--- src/rtl/modulator.sv ---
// Photonic link modulator: transmit FIFO, laser power FSM (OFF/WARMUP/ACTIVE) and a
// fixed-latency modulation pipeline. Define MODULATOR_STATS_EN to build the tx_count counter.
package modulator_pkg;
    typedef logic [31:0] packet_t;
endpackage

// Handshake: a packet transfers on a posedge where in_valid && in_ready; in_ready is
// derived only from registered FIFO occupancy (and reset), never from in_valid.
module modulator
    import modulator_pkg::*;
#(
    parameter int DELAY         = 2,
    parameter int FIFO_DEPTH    = 4,
    parameter int WARMUP_CYCLES = 3,
    parameter int IDLE_TIMEOUT  = 5
) (
    input  logic          clk,
    input  logic          rst,
    input  packet_t       in_data,
    input  logic          in_valid,
    output logic          in_ready,
    output packet_t       out_data,
    output logic          out_valid,
    output logic          laser_on,
    output logic [15:0]   tx_count
);
    localparam int AW = $clog2(FIFO_DEPTH);
    localparam int CW = AW + 1;
    localparam int WW = $clog2(WARMUP_CYCLES + 1);
    localparam int IW = $clog2(IDLE_TIMEOUT + 1);

    typedef enum logic [1:0] {ST_OFF, ST_WARMUP, ST_ACTIVE} state_t;

    state_t          r_state;
    state_t          w_state_nxt;
    packet_t         r_mem [FIFO_DEPTH];
    logic [AW-1:0]   r_wr_ptr;
    logic [AW-1:0]   r_rd_ptr;
    logic [CW-1:0]   r_count;
    logic [WW-1:0]   r_warm_cnt;
    logic [WW-1:0]   w_warm_nxt;
    logic [IW-1:0]   r_idle_cnt;
    logic [IW-1:0]   w_idle_nxt;
    packet_t         r_pipe_data [DELAY];
    logic [DELAY-1:0] r_pipe_vld;

    logic w_full;
    logic w_empty;
    logic w_push;
    logic w_pop;
    logic w_busy;

    assign w_full   = (r_count == CW'(FIFO_DEPTH));
    assign w_empty  = (r_count == '0);
    assign in_ready = rst && !w_full;
    assign w_push   = in_valid && in_ready;
    assign w_pop    = (r_state == ST_ACTIVE) && !w_empty;
    assign w_busy   = |r_pipe_vld;

    always_comb begin
        w_state_nxt = r_state;
        w_warm_nxt  = r_warm_cnt;
        w_idle_nxt  = '0;
        case (r_state)
            ST_OFF: begin
                if (w_push || !w_empty) begin
                    w_state_nxt = ST_WARMUP;
                    w_warm_nxt  = WW'(WARMUP_CYCLES);
                end
            end
            ST_WARMUP: begin
                if (r_warm_cnt == WW'(1)) begin
                    w_state_nxt = ST_ACTIVE;
                    w_warm_nxt  = '0;
                end else begin
                    w_warm_nxt = r_warm_cnt - WW'(1);
                end
            end
            ST_ACTIVE: begin
                // Shut down on the edge where the idle count would reach the timeout.
                if (w_empty && !w_push && !w_busy) begin
                    if (r_idle_cnt == IW'(IDLE_TIMEOUT - 1)) begin
                        w_state_nxt = ST_OFF;
                    end else begin
                        w_idle_nxt = r_idle_cnt + IW'(1);
                    end
                end
            end
            default: w_state_nxt = ST_OFF;
        endcase
    end

    always_ff @(posedge clk) begin
        if (!rst) begin
            r_state    <= ST_OFF;
            r_warm_cnt <= '0;
            r_idle_cnt <= '0;
        end else begin
            r_state    <= w_state_nxt;
            r_warm_cnt <= w_warm_nxt;
            r_idle_cnt <= w_idle_nxt;
        end
    end

    always_ff @(posedge clk) begin
        if (w_push) begin
            r_mem[r_wr_ptr] <= in_data;
        end
    end

    always_ff @(posedge clk) begin
        if (!rst) begin
            r_wr_ptr <= '0;
            r_rd_ptr <= '0;
            r_count  <= '0;
        end else begin
            if (w_push) r_wr_ptr <= r_wr_ptr + AW'(1);
            if (w_pop)  r_rd_ptr <= r_rd_ptr + AW'(1);
            case ({w_push, w_pop})
                2'b10:   r_count <= r_count + CW'(1);
                2'b01:   r_count <= r_count - CW'(1);
                default: r_count <= r_count;
            endcase
        end
    end

    // Stage data is forced to zero when empty so out_data needs no output mux.
    always_ff @(posedge clk) begin
        if (!rst) begin
            r_pipe_vld <= '0;
            for (int i = 0; i < DELAY; i++) r_pipe_data[i] <= '0;
        end else begin
            r_pipe_vld[0]  <= w_pop;
            r_pipe_data[0] <= w_pop ? r_mem[r_rd_ptr] : '0;
            for (int i = 1; i < DELAY; i++) begin
                r_pipe_vld[i]  <= r_pipe_vld[i-1];
                r_pipe_data[i] <= r_pipe_data[i-1];
            end
        end
    end

    assign out_valid = r_pipe_vld[DELAY-1];
    assign out_data  = r_pipe_data[DELAY-1];
    assign laser_on  = (r_state != ST_OFF);

`ifdef MODULATOR_STATS_EN
    logic [15:0] r_tx_count;
    always_ff @(posedge clk) begin
        if (!rst) begin
            r_tx_count <= '0;
        end else if (out_valid) begin
            r_tx_count <= r_tx_count + 16'd1;
        end
    end
    assign tx_count = r_tx_count;
`else
    assign tx_count = '0;
`endif

endmodule

--- config.mk ---
export PLATFORM = sky130hd
export DESIGN_NAME = modulator
export DESIGN_NICKNAME = d
export VERILOG_FILES = /design/src/rtl/modulator.sv
export SDC_FILE = /design/constraint.sdc
export NUM_CORES = 1
export LEC_CHECK = 0
export BUFFER_PORTS_ARGS = -buffer_cell sky130_fd_sc_hd__clkbuf_2
export CAP_MARGIN = 10
export CORE_UTILIZATION = 58
export CTS_BUF_LIST = sky130_fd_sc_hd__clkbuf_4 sky130_fd_sc_hd__clkbuf_8
export CTS_CLUSTER_SIZE = 40
export DETAILED_ROUTE_END_ITERATION = 10
export GPL_TIMING_DRIVEN = 0
export PLACE_DENSITY = 0.76
export SLEW_MARGIN = 20
export SYNTH_ARGS = -nofsm -noshare
export SYNTH_HDL_FRONTEND = slang
export SYNTH_SLANG_ARGS = --single-unit
--- constraint.sdc ---
create_clock -name clk -period 5.7 [get_ports clk]
set_input_delay 0.57 -clock clk [delete_from_list [all_inputs] [get_ports clk]]
set_output_delay 0.57 -clock clk [all_outputs]
set_load 0.02 [all_outputs]
[Word-level counts from Yosys, hierarchy flattened]
Memory sizes are Yosys's and may differ from the RTL's. A register that Yosys moved wholly into a read port is not among the register bits.
Index checks and enable logic that the tools add are counted.
Cells by class
  add/sub/neg operators: 6
  multiply operators: 0
  divide/modulo/power cells: 0
  magnitude comparators: 0
  eq/ne operators: 11
  shifts and indexed selects: 0
  muxes and demuxes: 18
  bitwise gates (word level): 5
  reduce and logical (&&, ||, !) cells: 19
Operators with widths (count)
  $mux W32: 3
  $mux W2: 8
  $add A3 B1 Y3 const B: 2
  $eq A2 B1 Y1 const B: 3
  $eq A3 B3 Y1 const B: 2
  $pmux W2 S3: 1
  $pmux W3 S2: 1
  $reduce_bool A2 Y1: 3
  $logic_and A1 B1 Y1: 5
  $add A2 B1 Y2 const B: 2
  $eq A2 B2 Y1 const B: 2
  $logic_not A1 Y1: 4
  $mux W1: 4
  $ne A2 B1 Y1 const B: 2
  $ne A2 B2 Y1 const B: 2
  $pmux W2 S2: 1
  $reduce_and A4 Y1: 1
  $reduce_or A4 Y1: 1
  $logic_not A3 Y1: 1
  $not A1 Y1: 3
  $sub A3 B1 Y3 const B: 1
  $logic_not A2 Y1: 1
  $or A1 B1 Y1: 2
  $reduce_and A2 Y1: 1
  other kinds (3): 3
Storage, ports and cells
  bits in registers: 16
  latch bits: 0
  RAM bits: 192
  ROM bits: 0
  bits of input ports: 35
  output and inout port bits: 51
  logic and storage cells: 68
  memories kept: 2
Memory list
  r_mem: words 4, bits a word 32, rd ports 1, clocked after Yosys merged registers in 1, write ports 1, RTL line 36  | packet_t r_mem [FIFO_DEPTH];
  r_pipe_data: words 2, bits a word 32, rd ports 2, clocked after Yosys merged registers in 0, write ports 2, RTL line 44  | packet_t r_pipe_data [DELAY];

[Longest topological paths before layout]
Gate-level depths: netlist (run 1).
  word-level depth: 9
  mapped depth: 9
  gate-level depth less buffers: 9

[Least setup slack after synthesis (run 1)]
OpenSTA, ideal clock, no wires.
  kind: input to register
  from: input port in_valid
  to: memory r_mem[0][0] (netlist bit) (enable)
  library setup time: 0.392 ns
  arrival time: 1.686 ns
  data required time: 5.308 ns
  slack: 3.622 ns
  cell stages on the path: 3
  path buffers: 0
  cells stage by stage: nand2_1 -> a21oi_2 -> and2_1
On the way
  longest elaborated chain between the ends: 3
RTL lines
  start, declared: RTL line 20  | input logic in_valid,
  $logic_and A1 B1 Y1: RTL line 56  | assign w_push = in_valid && in_ready;
  $mux W1: RTL line 106  | if (w_push) begin
  $mux W1 (not written as such): RTL line 107  | r_mem[r_wr_ptr] <= in_data;
  end, declared: RTL line 36
Every way passes these cells.

[Worst setup path in the final report (run 1)]
  from: register r_state[1]
  to: register r_count[2]
On the way
  longest elaborated chain between the ends: 4
  elaborated cells on any way between the ends: 6
  those cells by class: eq/ne: 3; mux: 1; reduce/logical: 2
RTL lines
  start, declared: RTL line 34  | state_t r_state;
  start signal, assigned: RTL line 99  | r_state <= w_state_nxt;
  $eq A2 B2 Y1 (*): RTL line 57  | assign w_pop = (r_state == ST_ACTIVE) && !w_empty;
  $logic_and A1 B1 Y1 (*): RTL line 57
  named net w_pop: RTL line 50  | logic w_pop;
  $eq A2 B1 Y1 / $eq A2 B2 Y1 (equally long branches): RTL line 119  | case ({w_push, w_pop})
  $pmux W3 S2 / $reduce_bool A2 Y1 (equally long branches)
  end signal, assigned: RTL line 120  | 2'b10: r_count <= r_count + CW'(1);
  end signal, assigned: RTL line 121  | 2'b01: r_count <= r_count - CW'(1);
  end signal, assigned: RTL line 122  | default: r_count <= r_count;
  end, declared: RTL line 39  | logic [CW-1:0] r_count;
Mark *: on every way through the listed nets, which the timed path passes. The rest lies on a longest branch.
A chain may end at the register's enable or synchronous reset.

==> metrics, run 1 <==
ys flop type=edfxtp_1; Critical path origin=r_state[1]; final count of pins violating max slew=0; Non-Filler Instances=around 770; # IOs=86; starting density of the core=approximately three fifths; post-DP HPWL=approximately 7500 µm; placed cells=708; share of the synthesized area in the top cell type=between 50% and 60%; Final TNS setup=0 ps; Arr. time, crit path=2620 ps; port bufs=between 60 and 70; antenna fix cells=0; Max Clock Skew=16.7 ps; Post CTS Setup Buffer Count=0; Max Root-Sink Buffers=3; Total GRT Usage=18.4%; Reg clk slew, reported paths=around 60 ps; register area share after synthesis=between 70% and 80%; worst reg2reg setup slack=3500 ps; delay-heaviest family, CP=simple AND/OR/NAND/NOR gates; Synth area leaders=edfxtp_1 50%, dfxtp_1 21%, mux4_2 8.8%, buf_4 4.8%, and2_1 3.2%; Synth warnings=0; FP Rows=between 40 and 50; clk sink count=210; detailed-route wire length per cell=approximately 15 µm; Final Cell Area=about 0.009 mm²; fin crit share=38.6%; DR DRC count=0; worst stage delay on the critical path=between 400 and 500 ps; Fin Hold WS=around 280 ps; ys async rst share=0%; Worst Path Buf+Inv=1; most frequent cells after synthesis=128 x edfxtp_1, 82 x dfxtp_1, 49 x buf_4; unrepaired setup endpoints after global routing=no; clock network fraction of total power=41.6%; Mapped Cells=448; most frequent cell after synthesis=edfxtp_1; DR top layer=met4; first-pass GRT wire length=18300 µm; leak pwr=about 3.5 nW; CP required=~6100 ps; Synth Register Bits=210; Hold Vio Cnt, Final=0; leading area contributor after synthesis=edfxtp_1; met2 WL=around 5900 µm; Clk Latency, worst-skew pair=approximately 500 ps; CTS Hold Bufs=0; via/cell ratio=slightly below 5; Hold Path Origin=in_data[23]; drt pass-1 iters=4; mapped cell area=around 0.0077 mm²; nets=just over 600; min cycle time layout=2200 ps; Worst IR Drop VDD=0.260 mV; number of flops mapped to enable cells by yosys=128; Die Span Y=between 100 and 150 µm; slowest CP cell=dfxtp_1; CTS tree=yes; share of layout cells above drive strength 1=around 39%; highest clock rate=roughly 0.45 GHz; clk root buf=clkbuf_8; grt ovf=0; M1 WL=between 4000 and 5000 µm; Hold Crit Class=primary input to flop; # H-tree levels=2; CP Cell Sequence=and2b_1, and2_4, ha_1, inv_1, fa_1, xor2_1, or3_1, a21boi_0; crit-path max FO=7; met3 WL=639 µm; Area Growth Syn to Fin=18.4%; vias=3797; Final GP Congestion=0.684; Core ar.=0.0127 mm²; Die W=117 µm; TritonCTS Buffers=34; power share of the combinational group=4.9%; Mean Syn Cell Area=between 15 and 20 µm²; CP Capture Type=flop; final setup vio count=0; Max Cap Violations=0; Sw Pwr=around 0.63 mW; CP Class=flop to flop; post-synth cell types=43; crit start category=flop; placed cell areas=roughly 0.0084 mm²; Sw Share=20.3%; largest net degree at the start of global routing=26; sequential power share=~54%; worst r2r src=r_state[1]; Post-Route WL=roughly 12000 µm; outcome=finished, final reports clean; initial drt markers=187; vias in the first global route=between 3000 and 4000; post-cts sizing count=0; initial antenna violation count=0; internal power=approximately 2.5 mW; PD cells=344 mW/mm²; Die Area=about 0.014 mm²; DRT antenna net count=0
## worst paths after layout
kind / end / cells past startpoint
min: r_mem[0][23] / 1
max reg2reg: r_count[2] / 8
min reg2reg: r_pipe_data[0][40] / 1
max: r_count[2] / 8
## metrics by stage
step | power (mW) | util [%] | worst slack (ps)
finish | 3.12 | 71.3 | 3500
global route | 3.23 | 71.3 | 3340
CTS | 3.15 | 71.3 | 3500
detailed placement | 1.86 | 65.8 | 3340
global placement | 1.84 | 65.0 | 2710
floorplan | 1.80 | - | 3620
## layout by cell type, fill, tap and decap left out, types with 8 or more instances in the layout
cell type / n
ha_1: 8
clkbuf_2: 69
and2_1: 35
clkbuf_4: 18
nor2b_1: 31
dfxtp_1: 82
mux4_2: 30
inv_1: 13
clkbuf_8: 37
buf_4: 49
edfxtp_1: 128
conb_1: 16
nand2_1: 9
## area by class of cell
type	instances	area, µm²
fillers	848	3650
repair buffers	73	433
clock inverters	5	57.6
flip-flops and latches	210	5490
multi-input cells	177	1710
inverters	13	48.8
plain buffers	63	479
well taps	172	215
clock buffers	55	644
## power groups by stage
stage	Combinational (mW)	Clock, mW	Sequential [mW]
floorplan	0.101	0	1.70
global placement	0.140	0	1.70
detailed placement	0.154	0	1.70
CTS	0.154	1.33	1.67
global route	0.170	1.39	1.67
finish	0.152	1.30	1.67
## state kept, by name, summed over array words and instances, names as in the netlist, named ones only
signal       cells
r_count          3
r_state          2
r_warm_cnt       2
r_mem          128
r_pipe_data     64
r_pipe_vld       2
r_idle_cnt       3
r_rd_ptr         2
r_wr_ptr         2
## cells by family after synthesis
kind of cell,synth area share [%]
flops,71.6
fa+ha+maj,1.57
mux,9.90
xor+xnor,0.343
compound gates,1.63
simple gates,7.99
buf+inv,6.89
other cells,0.0490
## layer usage
| layer | vias to the layer above | global-route usage [%] |
|---|---|---|
| met5 | - | 0 |
| met4 | 0 | 7.76 |
| met3 | 32 | 4.99 |
| met2 | 109 | 31.7 |
| met1 | 1855 | 22.1 |
| li1 | 1801 | - |
(Power assumes the default switching activity.)
==> inputs of run 2 (changes only) <==
- clock period: 5.7 -> 2.2 ns (I/O delays scaled with it)
==> run 2 against run 1 <==
  * Sequential power grew to 2.6 times the previous value
  * Via count grew 4.0%
  * Clock skew decreased by 1.4 ps
  * Combinational power rose to 3.0 times the previous value
  * Clock power grew to 2.6 times the previous value
  * First-iteration DRC count grew 8.6%
  * Die area did not move
  * Register-to-register slack got worse by 3400 ps
  * Critical endpoint unchanged
  * Largest cell class unchanged
  * Largest power group unchanged
  * Highest routed layer unchanged
==> metrics, run 2 (synthesis results as in run 1) <==
Hold Vio Cnt, Final=0 (unchanged); Final TNS setup=0 ps (unchanged); most frequent cells in the layout=128 x edfxtp_1, 78 x dfxtp_1, 69 x clkbuf_2, 51 x buf_4, 37 x clkbuf_8; clk sink count=210 (unchanged); multi-input logic area=0.00172 mm² (+0.66%); outcome=finished, final reports clean; placed cells=708 (unchanged); Max Root-Sink Buffers=3 (unchanged); Die W=117 µm (unchanged); Final GP Congestion=0.684 (unchanged); Total GRT Usage=19.1% (+0.63 points); worst reg2reg setup slack=130 ps (-3370 ps); Most flops, register=r_mem; DR DRC count=0 (unchanged); PD cells=865 mW/mm² (+150%); max reg flops=128 (unchanged); detailed-route wire length per cell=15.3 µm (-0.83%); CP Class=flop to flop; CP required=2620 ps (-3500 ps); largest net degree at the start of global routing=26 (unchanged); fill count=809 (-4.6%); final setup vio count=0 (unchanged); FP Rows=41 (unchanged); Non-Filler Instances=802 (+4.4%); antenna fix cells=0 (unchanged); Worst Tran Pin Value=around 530 ps; final count of pins violating max slew=0 (unchanged); Hold Crit Class=primary input to flop; Worst Hold End=r_rd_ptr[1]; Clk Latency, worst-skew pair=500 ps (about the same); highest clock rate=0.483 GHz (+6.3%); Worst IR Drop VDD=0.673 mV (+160%); CTS tree=yes; grt ovf=0 (unchanged); DRT antenna net count=0 (unchanged); via/cell ratio=4.93 (-0.38%); initial drt markers=203 (+8.6%); min cycle time layout=2070 ps (-131 ps); Seq. cell area=0.00549 mm² (about the same); post-DP HPWL=7530 µm (unchanged); crit-path max FO=6 (-1); vias in the first global route=3968 (+3.9%); worst r2r src=r_state[0]; Post-Route WL=12300 µm (+3.6%); # H-tree levels=2 (unchanged); port bufs=69 (unchanged); Core ar.=0.0127 mm² (unchanged); crit start category=flop; clk root buf=clkbuf_8; Area Growth Syn to Fin=23.0%; leak pwr=3.61 nW (+4.3%); CP Capture Type=flop; initial antenna violation count=0 (unchanged); Die Span Y=117 µm (unchanged); Hold Path Origin=rst; nets=650 (+5.5%); Max Cap Violations=0 (unchanged); Die Area=0.0137 mm² (unchanged); biggest regs=r_mem: 128 flops, r_pipe_data: 64 flops; drt pass-1 iters=4 (unchanged); first-pass GRT wire length=19100 µm (+3.9%); most common cell after layout, fill and taps aside=edfxtp_1; # IOs=86 (unchanged); fin crit share=94.1% (+55 points); vias=3950 (+4.0%); share of layout cells above drive strength 1=38.4% (-0.85 points); Reg clk slew, reported paths=50 ps (about the same); unrepaired setup endpoints after global routing=no; starting density of the core=60.2% (unchanged); cell depth of the worst hold path=3 (+2); TritonCTS Buffers=34 (unchanged); worst r2r path cells=8 (unchanged); Arr. time, crit path=2490 ps (-130 ps); Max Clock Skew=15.3 ps (-1.41 ps); Slew headroom=between 60% and 70%; worst reg2reg path endpoint=r_count[2]
-- run 2: layer usage --
metal | vias up | wire length (µm) | global-route usage [%]
li1 | 1866 | - | -
met5 | - | 0 | 0
met3 | 29 | 585 | 4.48
met2 | 112 | 6260 | 33.6
met4 | 0 | 284 | 7.59
met1 | 1943 | 5120 | 22.7
-- run 2: stage by stage --
step                power, mW  cell area [µm²]  hold WS (ps)  utilization, %  worst slack [ps]
floorplan                4.66             7710           319               -               194
global placement         4.77             8280           416            65.0              -492
detailed placement       4.81             8370           422            65.8              21.1
CTS                      8.22             9390           128            73.8              4.48
global route             8.44             9420           155            74.1              24.0
finish                   8.15             9420           144            74.1               131
-- run 2: worst max-delay path, stage by stage, from the launching register on --
cell and delay [ps]:
dfxtp_1 340, and2b_2 280, and2_4 160, ha_1 170, inv_1 60, fa_1 370, xor2_1 160, or3_1 310
a21boi_1 150
-- run 2: worst max-delay path by stage --
stage                          start          end  cells after the start
after detailed placement  r_state[1]   r_count[2]                      8
final                     r_state[0]   r_count[2]                      8
after global routing      r_state[0]   r_count[2]                      8
after floorplan           r_state[0]   r_count[2]                      8
after global placement    r_count[0]  r_mem[2][6]                      3
after CTS                 r_state[1]   r_count[2]                      8
-- run 2: report_power, final --
group	total, mW	leakage, nW	switching (mW)	internal, mW
Sequential	4.33	1.83	0.0419	4.29
Clock	3.37	0.369	1.40	1.97
Combinational	0.450	1.41	0.224	0.225
Total	8.15	3.61	1.66	6.49
-- run 2: what timing repair did --
item | 4_1_cts | 5_1_grt
setup buffers | 0 | 2
setup endpoints to repair | 0 | 1
hold buffers | 32 | 0
gates resized for setup | 0 | 8
hold endpoints to repair | 128 | 0
-- run 2: layout make-up --
| type | count | area share (%) |
|---|---|---|
| multi-input cells | 177 | 18.2 |
| plain buffers | 63 | 5.09 |
| well taps | 172 | 2.28 |
| flip-flops and latches | 210 | 58.3 |
| repair buffers | 107 | 8.15 |
| clock buffers | 55 | 6.84 |
| clock inverters | 5 | 0.611 |
| inverters | 13 | 0.518 |
